### config.mk
export PLATFORM = sky130hd
export DESIGN_NAME = wm_panel_ctrl
export DESIGN_NICKNAME = d
export VERILOG_FILES = /design/src/rtl/wm_panel_ctrl.sv
export SDC_FILE = /design/constraint.sdc
export NUM_CORES = 1
export LEC_CHECK = 0
export CORE_AREA = 2 2 69 71
export CTS_CLUSTER_SIZE = 10
export DETAILED_ROUTE_END_ITERATION = 16
export DIE_AREA = 0 0 71 73
export HOLD_SLACK_MARGIN = 0.08
export PLACE_DENSITY_LB_ADDON = 0.15
export SLEW_MARGIN = 5
export SYNTH_ARGS = -nofsm -noshare
export SYNTH_HDL_FRONTEND = slang
export SYNTH_SLANG_ARGS = --single-unit
### constraint.sdc
create_clock -name i_clk -period 2.5 [get_ports i_clk]
set_input_delay 0.75 -clock i_clk [delete_from_list [all_inputs] [get_ports i_clk]]
set_output_delay 0.75 -clock i_clk [all_outputs]
set_load 0.005 [all_outputs]
### src/rtl/wm_panel_ctrl.sv
// wm_panel_ctrl: front-panel and coin-acceptor sequencer for the washer controller.
// It debounces the raw buttons and the lid switch, and accumulates coin credit.
// It presents a held coin level, a one-hot mode level and one-cycle cancel pulses.
// Optional feature: define WM_PANEL_REFUND_EN to build the coin-refund state.
// Without that macro, cancel keeps the credit and o_refund is tied low.
module wm_panel_ctrl #(
    parameter int DEB_CYCLES = 5,
    parameter int PRICE      = 2,
    parameter int CREDIT_W   = 3
) (
    input  logic                i_clk,
    input  logic                i_rst,
    input  logic                i_coin_raw,
    input  logic                i_mode_btn_raw,
    input  logic                i_start_btn_raw,
    input  logic                i_cancel_btn_raw,
    input  logic                i_lid_raw,
    input  logic                i_ready,
    input  logic                i_idle,
    input  logic                i_done,
    output logic                o_coin,
    output logic                o_mode_1,
    output logic                o_mode_2,
    output logic                o_mode_3,
    output logic                o_cancel,
    output logic                o_lid,
    output logic [1:0]          o_sel,
    output logic [CREDIT_W-1:0] o_credit,
    output logic                o_refund
);

    localparam int N_IN      = 5;
    localparam int IN_COIN   = 0;
    localparam int IN_MODE   = 1;
    localparam int IN_START  = 2;
    localparam int IN_CANCEL = 3;
    localparam int IN_LID    = 4;

    localparam int                  CNT_W      = $clog2(DEB_CYCLES + 1);
    localparam logic [CNT_W-1:0]    CNT_LAST   = CNT_W'(DEB_CYCLES - 1);
    localparam logic [CREDIT_W-1:0] PRICE_C    = CREDIT_W'(PRICE);
    localparam logic [CREDIT_W-1:0] CREDIT_MAX = {CREDIT_W{1'b1}};

    typedef enum logic [2:0] {
        ST_IDLE,
        ST_PAID,
        ST_SELECT,
        ST_RUN,
        ST_REFUND
    } state_t;

    logic [N_IN-1:0]             raw;
    logic [N_IN-1:0]             sync1_q, sync1_d;
    logic [N_IN-1:0]             sync2_q, sync2_d;
    logic [N_IN-1:0]             deb_q, deb_d;
    logic [N_IN-1:0][CNT_W-1:0]  cnt_q, cnt_d;
    logic [3:0]                  ev;

    state_t                      state_q, state_d;
    logic [CREDIT_W-1:0]         credit_q, credit_d;
    logic [1:0]                  sel_q, sel_d;
    logic [2:0]                  mode_q, mode_d;
    logic                        coin_q, coin_d;
    logic                        cancel_q, cancel_d;
    logic                        coin_ok;
    logic                        lid_open;
`ifdef WM_PANEL_REFUND_EN
    logic                        refund_q, refund_d;
    logic                        phase_q, phase_d;
`endif

    // Map the displayed selection (1..3) onto the one-hot mode lines.
    function automatic logic [2:0] sel_onehot(input logic [1:0] sel);
        case (sel)
            2'd2:    sel_onehot = 3'b010;
            2'd3:    sel_onehot = 3'b100;
            default: sel_onehot = 3'b001;
        endcase
    endfunction

    assign raw = {i_lid_raw, i_cancel_btn_raw, i_start_btn_raw, i_mode_btn_raw, i_coin_raw};

    // Two-flop synchronizers plus per-input debounce counters; events fire on the accepting edge.
    always_comb begin
        sync1_d = raw;
        sync2_d = sync1_q;
        deb_d   = deb_q;
        cnt_d   = cnt_q;
        for (int i = 0; i < N_IN; i++) begin
            if (sync2_q[i] == deb_q[i]) begin
                cnt_d[i] = '0;
            end else if (cnt_q[i] == CNT_LAST) begin
                deb_d[i] = sync2_q[i];
                cnt_d[i] = '0;
            end else begin
                cnt_d[i] = cnt_q[i] + CNT_W'(1);
            end
        end
        ev = deb_d[3:0] & ~deb_q[3:0];
    end

    // Input conditioning registers.
    always_ff @(posedge i_clk or posedge i_rst) begin
        if (i_rst) begin
            sync1_q <= '0;
            sync2_q <= '0;
            deb_q   <= '0;
            cnt_q   <= '0;
        end else begin
            sync1_q <= sync1_d;
            sync2_q <= sync2_d;
            deb_q   <= deb_d;
            cnt_q   <= cnt_d;
        end
    end

    assign lid_open = deb_q[IN_LID];
    // Coins are only banked while the machine is not running or paying back.
    assign coin_ok  = ev[IN_COIN] && (state_q != ST_RUN) && (state_q != ST_REFUND);

    // Next-state, credit and registered-output logic; cancel overrides every state.
    always_comb begin
        state_d  = state_q;
        credit_d = credit_q;
        sel_d    = sel_q;
        cancel_d = 1'b0;
`ifdef WM_PANEL_REFUND_EN
        refund_d = 1'b0;
        phase_d  = phase_q;
`endif
        if (coin_ok && (credit_q != CREDIT_MAX)) begin
            credit_d = credit_q + CREDIT_W'(1);
        end

        if (ev[IN_CANCEL]) begin
            cancel_d = 1'b1;
            if (state_q == ST_RUN) begin
                state_d = ST_IDLE;
            end
`ifdef WM_PANEL_REFUND_EN
            else begin
                state_d = ST_REFUND;
                if (state_q != ST_REFUND) begin
                    phase_d = 1'b0;
                end
            end
`else
            else begin
                state_d = ST_IDLE;
            end
`endif
        end else begin
            case (state_q)
                ST_IDLE: begin
                    if ((credit_q >= PRICE_C) && !lid_open) begin
                        state_d = ST_PAID;
                    end
                end
                ST_PAID: begin
                    if (i_ready) begin
                        state_d = ST_SELECT;
                    end
                end
                ST_SELECT: begin
                    if (ev[IN_MODE]) begin
                        sel_d = (sel_q == 2'd3) ? 2'd1 : sel_q + 2'd1;
                    end
                    // A coin landing on the start cycle is still banked (credit stays >= PRICE here).
                    if (ev[IN_START] && !lid_open) begin
                        state_d  = ST_RUN;
                        credit_d = credit_q - PRICE_C + CREDIT_W'(coin_ok);
                    end
                end
                ST_RUN: begin
                    if (i_done || i_idle) begin
                        state_d = ST_IDLE;
                    end
                end
`ifdef WM_PANEL_REFUND_EN
                ST_REFUND: begin
                    // Eject one coin every other cycle until the credit is exhausted.
                    if (credit_q == '0) begin
                        state_d = ST_IDLE;
                    end else if (!phase_q) begin
                        refund_d = 1'b1;
                        credit_d = credit_q - CREDIT_W'(1);
                        phase_d  = 1'b1;
                    end else begin
                        phase_d  = 1'b0;
                    end
                end
`else
                ST_REFUND: state_d = ST_IDLE;
`endif
                default: state_d = ST_IDLE;
            endcase
        end

        // Mode lines latch the selection on entry to RUN and stay frozen until it is left.
        if (state_d == ST_RUN) begin
            mode_d = (state_q == ST_RUN) ? mode_q : sel_onehot(sel_q);
        end else begin
            mode_d = 3'b000;
        end
        coin_d = (state_d == ST_PAID);
    end

    // Control state and registered outputs.
    always_ff @(posedge i_clk or posedge i_rst) begin
        if (i_rst) begin
            state_q  <= ST_IDLE;
            credit_q <= '0;
            sel_q    <= 2'd1;
            mode_q   <= 3'b000;
            coin_q   <= 1'b0;
            cancel_q <= 1'b0;
`ifdef WM_PANEL_REFUND_EN
            refund_q <= 1'b0;
            phase_q  <= 1'b0;
`endif
        end else begin
            state_q  <= state_d;
            credit_q <= credit_d;
            sel_q    <= sel_d;
            mode_q   <= mode_d;
            coin_q   <= coin_d;
            cancel_q <= cancel_d;
`ifdef WM_PANEL_REFUND_EN
            refund_q <= refund_d;
            phase_q  <= phase_d;
`endif
        end
    end

    assign o_coin   = coin_q;
    assign o_mode_1 = mode_q[0];
    assign o_mode_2 = mode_q[1];
    assign o_mode_3 = mode_q[2];
    assign o_cancel = cancel_q;
    assign o_lid    = deb_q[IN_LID];
    assign o_sel    = sel_q;
    assign o_credit = credit_q;
`ifdef WM_PANEL_REFUND_EN
    assign o_refund = refund_q;
`else
    assign o_refund = 1'b0;
`endif

endmodule

=== Yosys cells after proc, flatten, opt, wreduce, memory -nomap -nowiden ===
Cells that the tools add are included.

* Multiply operators: 0
* Reduce and logical (&&, ||, !) cells: 10
* Mux-type cells: 33
* Shift-type cells: 0
* Add/sub/neg operators: 9
* Bitwise logic cells: 4
* Equality and inequality tests: 21
* $lt $le $gt $ge: 1
* Divide/modulo/power cells: 0

{| class="wikitable"
|+ Operators by type and width
! operator !! number
|-
| $mux 3 || 21
|-
| $add 3x1->3 const B || 6
|-
| $eq 3x3->1 const B || 5
|-
| $pmux 3 s4 || 1
|-
| $eq 3x2->1 const B || 3
|-
| $mux 1 || 9
|-
| $eq 3x1->1 const B || 2
|-
| $ne 3x3->1 const B || 2
|-
| $pmux 3 s2 || 1
|-
| $eq 1x1->1 || 5
|-
| $logic_and 1x1->1 || 5
|-
| $and 4x4->4 || 1
|-
| $eq 2x2->1 const B || 2
|-
| $not 4->4 || 1
|-
| $add 3x1->3 || 1
|-
| $ge 3x2->1 const B || 1
|-
| $logic_not 3->1 || 1
|-
| $ne 3x2->1 const B || 1
|-
| $reduce_and 3->1 || 1
|-
| $sub 3x2->3 const B || 1
|-
| $add 2x1->2 const B || 1
|-
| $mux 2 || 1
|-
| $ne 2x2->1 const B || 1
|-
| $not 1->1 || 2
|-
| 3 further kinds || 3
|}

* Bits in writable memories: 0
* Logic and storage cells: 93
* Output and inout bits: 12
* Input bits: 10
* Memories kept: 0
* Bits in read-only memories: 0
* Latch bits: 0
* Flip-flop bits (word level): 43

=== Depth between registers and ports, before layout ===
* Word-level depth: 11
* Mapped depth: 9
* Gate-level depth less buffers: 9

=== Least setup slack after synthesis ===
Ideal clock, no wire load.

* Path kind: flip-flop to flip-flop
* Start: reg cnt_q[9] (netlist bit)
* End: reg credit_q[2] (netlist: o_credit[2])
* Buffers on the path: 1
* Period minus slack after synthesis: 1.998 ns
* Library setup time: 0.120 ns
* Cell stages (with the launch flop): 8
* Setup slack: 0.502 ns
* Required time: 2.380 ns
* Arrival time: 1.877 ns
* Cell sequence: dfrtp_1 inv_1 ha_1 and4b_1 clkbuf_1 nor4_4 mux2_1 o211a_1

* Longest elaborated chain between the ends: 5

{| class="wikitable"
|+ RTL lines
! what !! RTL line !! RTL
|-
| start, declared || 56 || <nowiki>logic [N_IN-1:0][CNT_W-1:0] cnt_q, cnt_d;</nowiki>
|-
| start signal, assigned || 113 || <nowiki>cnt_q <= cnt_d;</nowiki>
|-
| $eq 3x3->1 || 92 || <nowiki>end else if (cnt_q[i] == CNT_LAST) begin</nowiki>
|-
| $mux 1 || 92 ||
|-
| $mux 1 || 90 || <nowiki>if (sync2_q[i] == deb_q[i]) begin</nowiki>
|-
| $and 4x4->4 || 99 || <nowiki>ev = deb_d[3:0] & ~deb_q[3:0];</nowiki>
|-
| $mux 3 || 135 || <nowiki>if (ev[IN_CANCEL]) begin</nowiki>
|-
| net credit_d[2] || 60 || <nowiki>logic [CREDIT_W-1:0] credit_q, credit_d;</nowiki>
|-
| end signal, assigned || 223 || <nowiki>credit_q <= credit_d;</nowiki>
|-
| end, declared || 60 ||
|}

The timed path passes the listed nets, and every way through them passes these cells.
A chain may end at the register's enable or synchronous reset.

=== Worst setup path after layout ===
* Start: reg deb_q[4]
* End: out o_lid

{| class="wikitable"
|+ RTL lines
! what !! RTL line !! RTL
|-
| start, declared || 55 || <nowiki>logic [N_IN-1:0] deb_q, deb_d;</nowiki>
|-
| start signal, assigned || 107 || <nowiki>deb_q <= '0;</nowiki>
|-
| start signal, assigned || 112 || <nowiki>deb_q <= deb_d;</nowiki>
|-
| end, declared || 26 || <nowiki>output logic o_lid,</nowiki>
|}

No word-level cell between the ends.

==> impl_metrics.csv <==
group,metric,value,unit
clock_network,cts_root_buffer,"clkbuf_8",
yosys,avgSynthCellArea,12.2,um2
worst_hold_path,min_path_type,"reg -> reg",
sta,rsz0062_at_grt,"no",
clock_network,post_cts_buffers,0,
floorplan,die_y,73,um
grt,grt_max_degree,44,
sta,fin_crit_sh,85.2,%
yosys,synth-async-reset-ratio,100,%
drt,routedWlPerCell,12.4,um
critical_path,critPathKind,"reg -> out",
cells_and_area,fillers,393,
critical_path,end_kind,"output pin",
critical_path,critical_path_required,1.75,ns
clock_network,hold_buffers,0,
grt,grt_pass1_wl,5.51,mm
drt,via_per_inst,4.98,
cells_and_area,final_design_area_no_fill,2420,um2
placement,dp_slack,0.310,ns
sta,finalHoldViolations,0,
yosys,synth_area,2030,um2
clock_network,clock_latency,0.29,ns
drt,drt-initial-drc-count,49,
drt,ant_nets,0,
drt,vias,1231,
yosys,yosysTopAreaCell,"dfrtp_1",
cells_and_area,final_util,53.4,%
yosys,synth_top_area_share,51.8,%
drt,drtPass1Iterations,4,
critical_path,critical_path_buf_inv_count,1,
critical_path,worst_path_max_delay_cell,"clkdlybuf4s50_1",
sta,finalSetupViolCount,0,
grt,grt_overflow,0,
placement,gp_congestion,0.752,
floorplan,rows,25,
clock_network,htreeDepth,2,
cells_and_area,syn_to_final_growth,19.2,%
sta,setup_ws,0.370,ns
clock_network,numCtsBuffers,5,
drt,routed_wirelength,3.06,mm
clock_network,cts_tree,"done",
sta,final.min_clock_period,2.13,ns
pwr,max-vdd-ir-drop,0.000500,V
yosys,synth_edf_count,0,
pwr,fin_total_pwr,2240,uW
yosys,synth_common_cells,"dfrtp_1, ha_1, inv_1",
yosys,synth.distinct_cells,33,
drt,route.detailed.drc,0,
yosys,ys_warn_count,0,
clock_network,cts_max_path_buffers,2,
pwr,p_leak,0.00108,uW
yosys,synth-seq-area-share,53.0,%
cells_and_area,multi_input_comb_area,871,um2
flow_run,maxCapViolations,0,
sta,fmax,470,MHz
critical_path,critPathMaxStageDelay,0.57,ns
floorplan,core,4540,um2
critical_path,cp_top_family,"buffers and inverters",
critical_path,worstPathArrival,1.38,ns
placement,post-dp-hpwl,2.31,mm
sta,worst_pin_slew,0.591,ns
clock_network,cts_resized,0,
placement,placed_cell_area,2290,um2
cells_and_area,antenna_cells,0,
grt,grt_util_all_layers,13.9,%
sta,slew_viol_final,0,
yosys,synthFlopType,"dfrtp_1",
clock_network,clk_pin_slew_worst_paths,0.08,ns
grt,antenna_found_initial,0,
cells_and_area,ff_latch_area,1080,um2
sta,finalSetupTns,0,ns
cells_and_area,drive_gt1_share,9.84,%
floorplan,die_x,71,um
placement,port_buffers,20,
run_status,status,"complete, no violations",
floorplan,io-pin-count,22,
yosys,synth.most_common_cell,"dfrtp_1",
pwr,power.density,925,nW/um2
sta,finalClockSkew,0.00951,ns
critical_path,cp-start-kind,"register",
critical_path,crit_path_max_fanout,6,
floorplan,initial_core_util,44.8,%
critical_path,crit_path_cell_trace,"clkdlybuf4s50_1",
yosys,synthTopCellsByArea,"dfrtp_1, ha_1, mux2i_1, mux2_2, inv_1",
yosys,ys_seq_elements,43,
floorplan,die-area,5180,um2
sta,max_slew_margin,60.4,%
clock_network,clock-sinks,43,
yosys,syn_inst,166,
grt,grt_pass1_vias,1265,
cells_and_area,nNetsFinal,222,
-- routing by layer --
layer  up-vias  wire length [um]  share of wire [%]  track usage, %
met4         0                60                2.0            6.92
met1       597              1310                 43            15.7
li1        608                 -                  -               -
met5         -                 0                  0               0
met3         5               115                3.8            4.83
met2        21              1580                 51            23.6
-- per-stage QoR --
| stage | std cells | hold WS (ns) |
|---|---|---|
| after floorplan | 167 | 0.331 |
| after global placement | 239 | 0.332 |
| after detailed placement | 239 | 0.336 |
| after CTS | 247 | 0.354 |
| after global routing | 247 | 0.361 |
| final | 247 | 0.354 |
-- cell type report --
type | instances | share of cell area [%]
Multi-Input combinational cell | 104 | 36.0
Sequential cell | 43 | 44.5
Clock buffer | 6 | 3.00
Tap cell | 54 | 2.79
Timing Repair Buffer | 21 | 8.58
Clock inverter | 2 | 2.48
Inverter | 17 | 2.64
-- state kept, by name, summed over array words and instances, names as in the netlist --
signal,count
state_q,3
o_sel,2
o_credit,3
deb_q,5
sync2_q,5
mode_q,3
sync1_q,5
o_coin,1
o_cancel,1
cnt_q,15
-- cells in the final DEF (no fill, tap or decap), types with 2 or more instances in the layout --
cell type	count
ha_1	20
nand2_1	7
mux2i_1	11
xnor2_1	6
or3b_1	2
and3b_1	2
a211oi_1	5
clkdlybuf4s50_1	20
bufinv_16	2
nor3_1	6
nand4b_1	2
nor3b_1	2
mux2_2	6
nor2b_1	4
nor2_1	14
nor4_1	2
a21oi_1	2
clkbuf_8	5
dfrtp_1	42
conb_1	2
inv_1	17
-- logic make-up (layout without fill, tap and decap cells) --
| logic type | after synthesis | count (layout) | synth area share, % |
|---|---|---|---|
| muxes | 18 | 18 | 9.30 |
| and+or+nand+nor | 47 | 47 | 13.6 |
| AOI/OAI and AO/OA | 11 | 11 | 4.74 |
| other | 1 | 2 | 0.185 |
| DFF | 43 | 43 | 53.1 |
| xor gates and xnor gates | 6 | 6 | 2.59 |
| buffers and inverters | 20 | 46 | 4.25 |
| adders and majority gates | 20 | 20 | 12.3 |
-- report_power, final --
part	total (uW)	internal [uW]	switching (uW)
Clock	629	399	229
Combinational	596	319	277
Sequential	1010	859	156
-- final timing paths --
kind                                 start           to  slack, ns  cells after the start
worst min-delay path            sync1_q[4]   sync2_q[4]       0.35                      0
min in group asynchronous            i_rst   sync1_q[0]       0.89                      3
max in group asynchronous            i_rst     o_sel[0]       1.23                      3
worst min register to register  sync1_q[4]   sync2_q[4]       0.35                      0
worst max register to register    cnt_q[0]  o_credit[2]       0.40                      9
worst max-delay path              deb_q[4]        o_lid       0.37                      1
(Power assumes the default switching activity.)
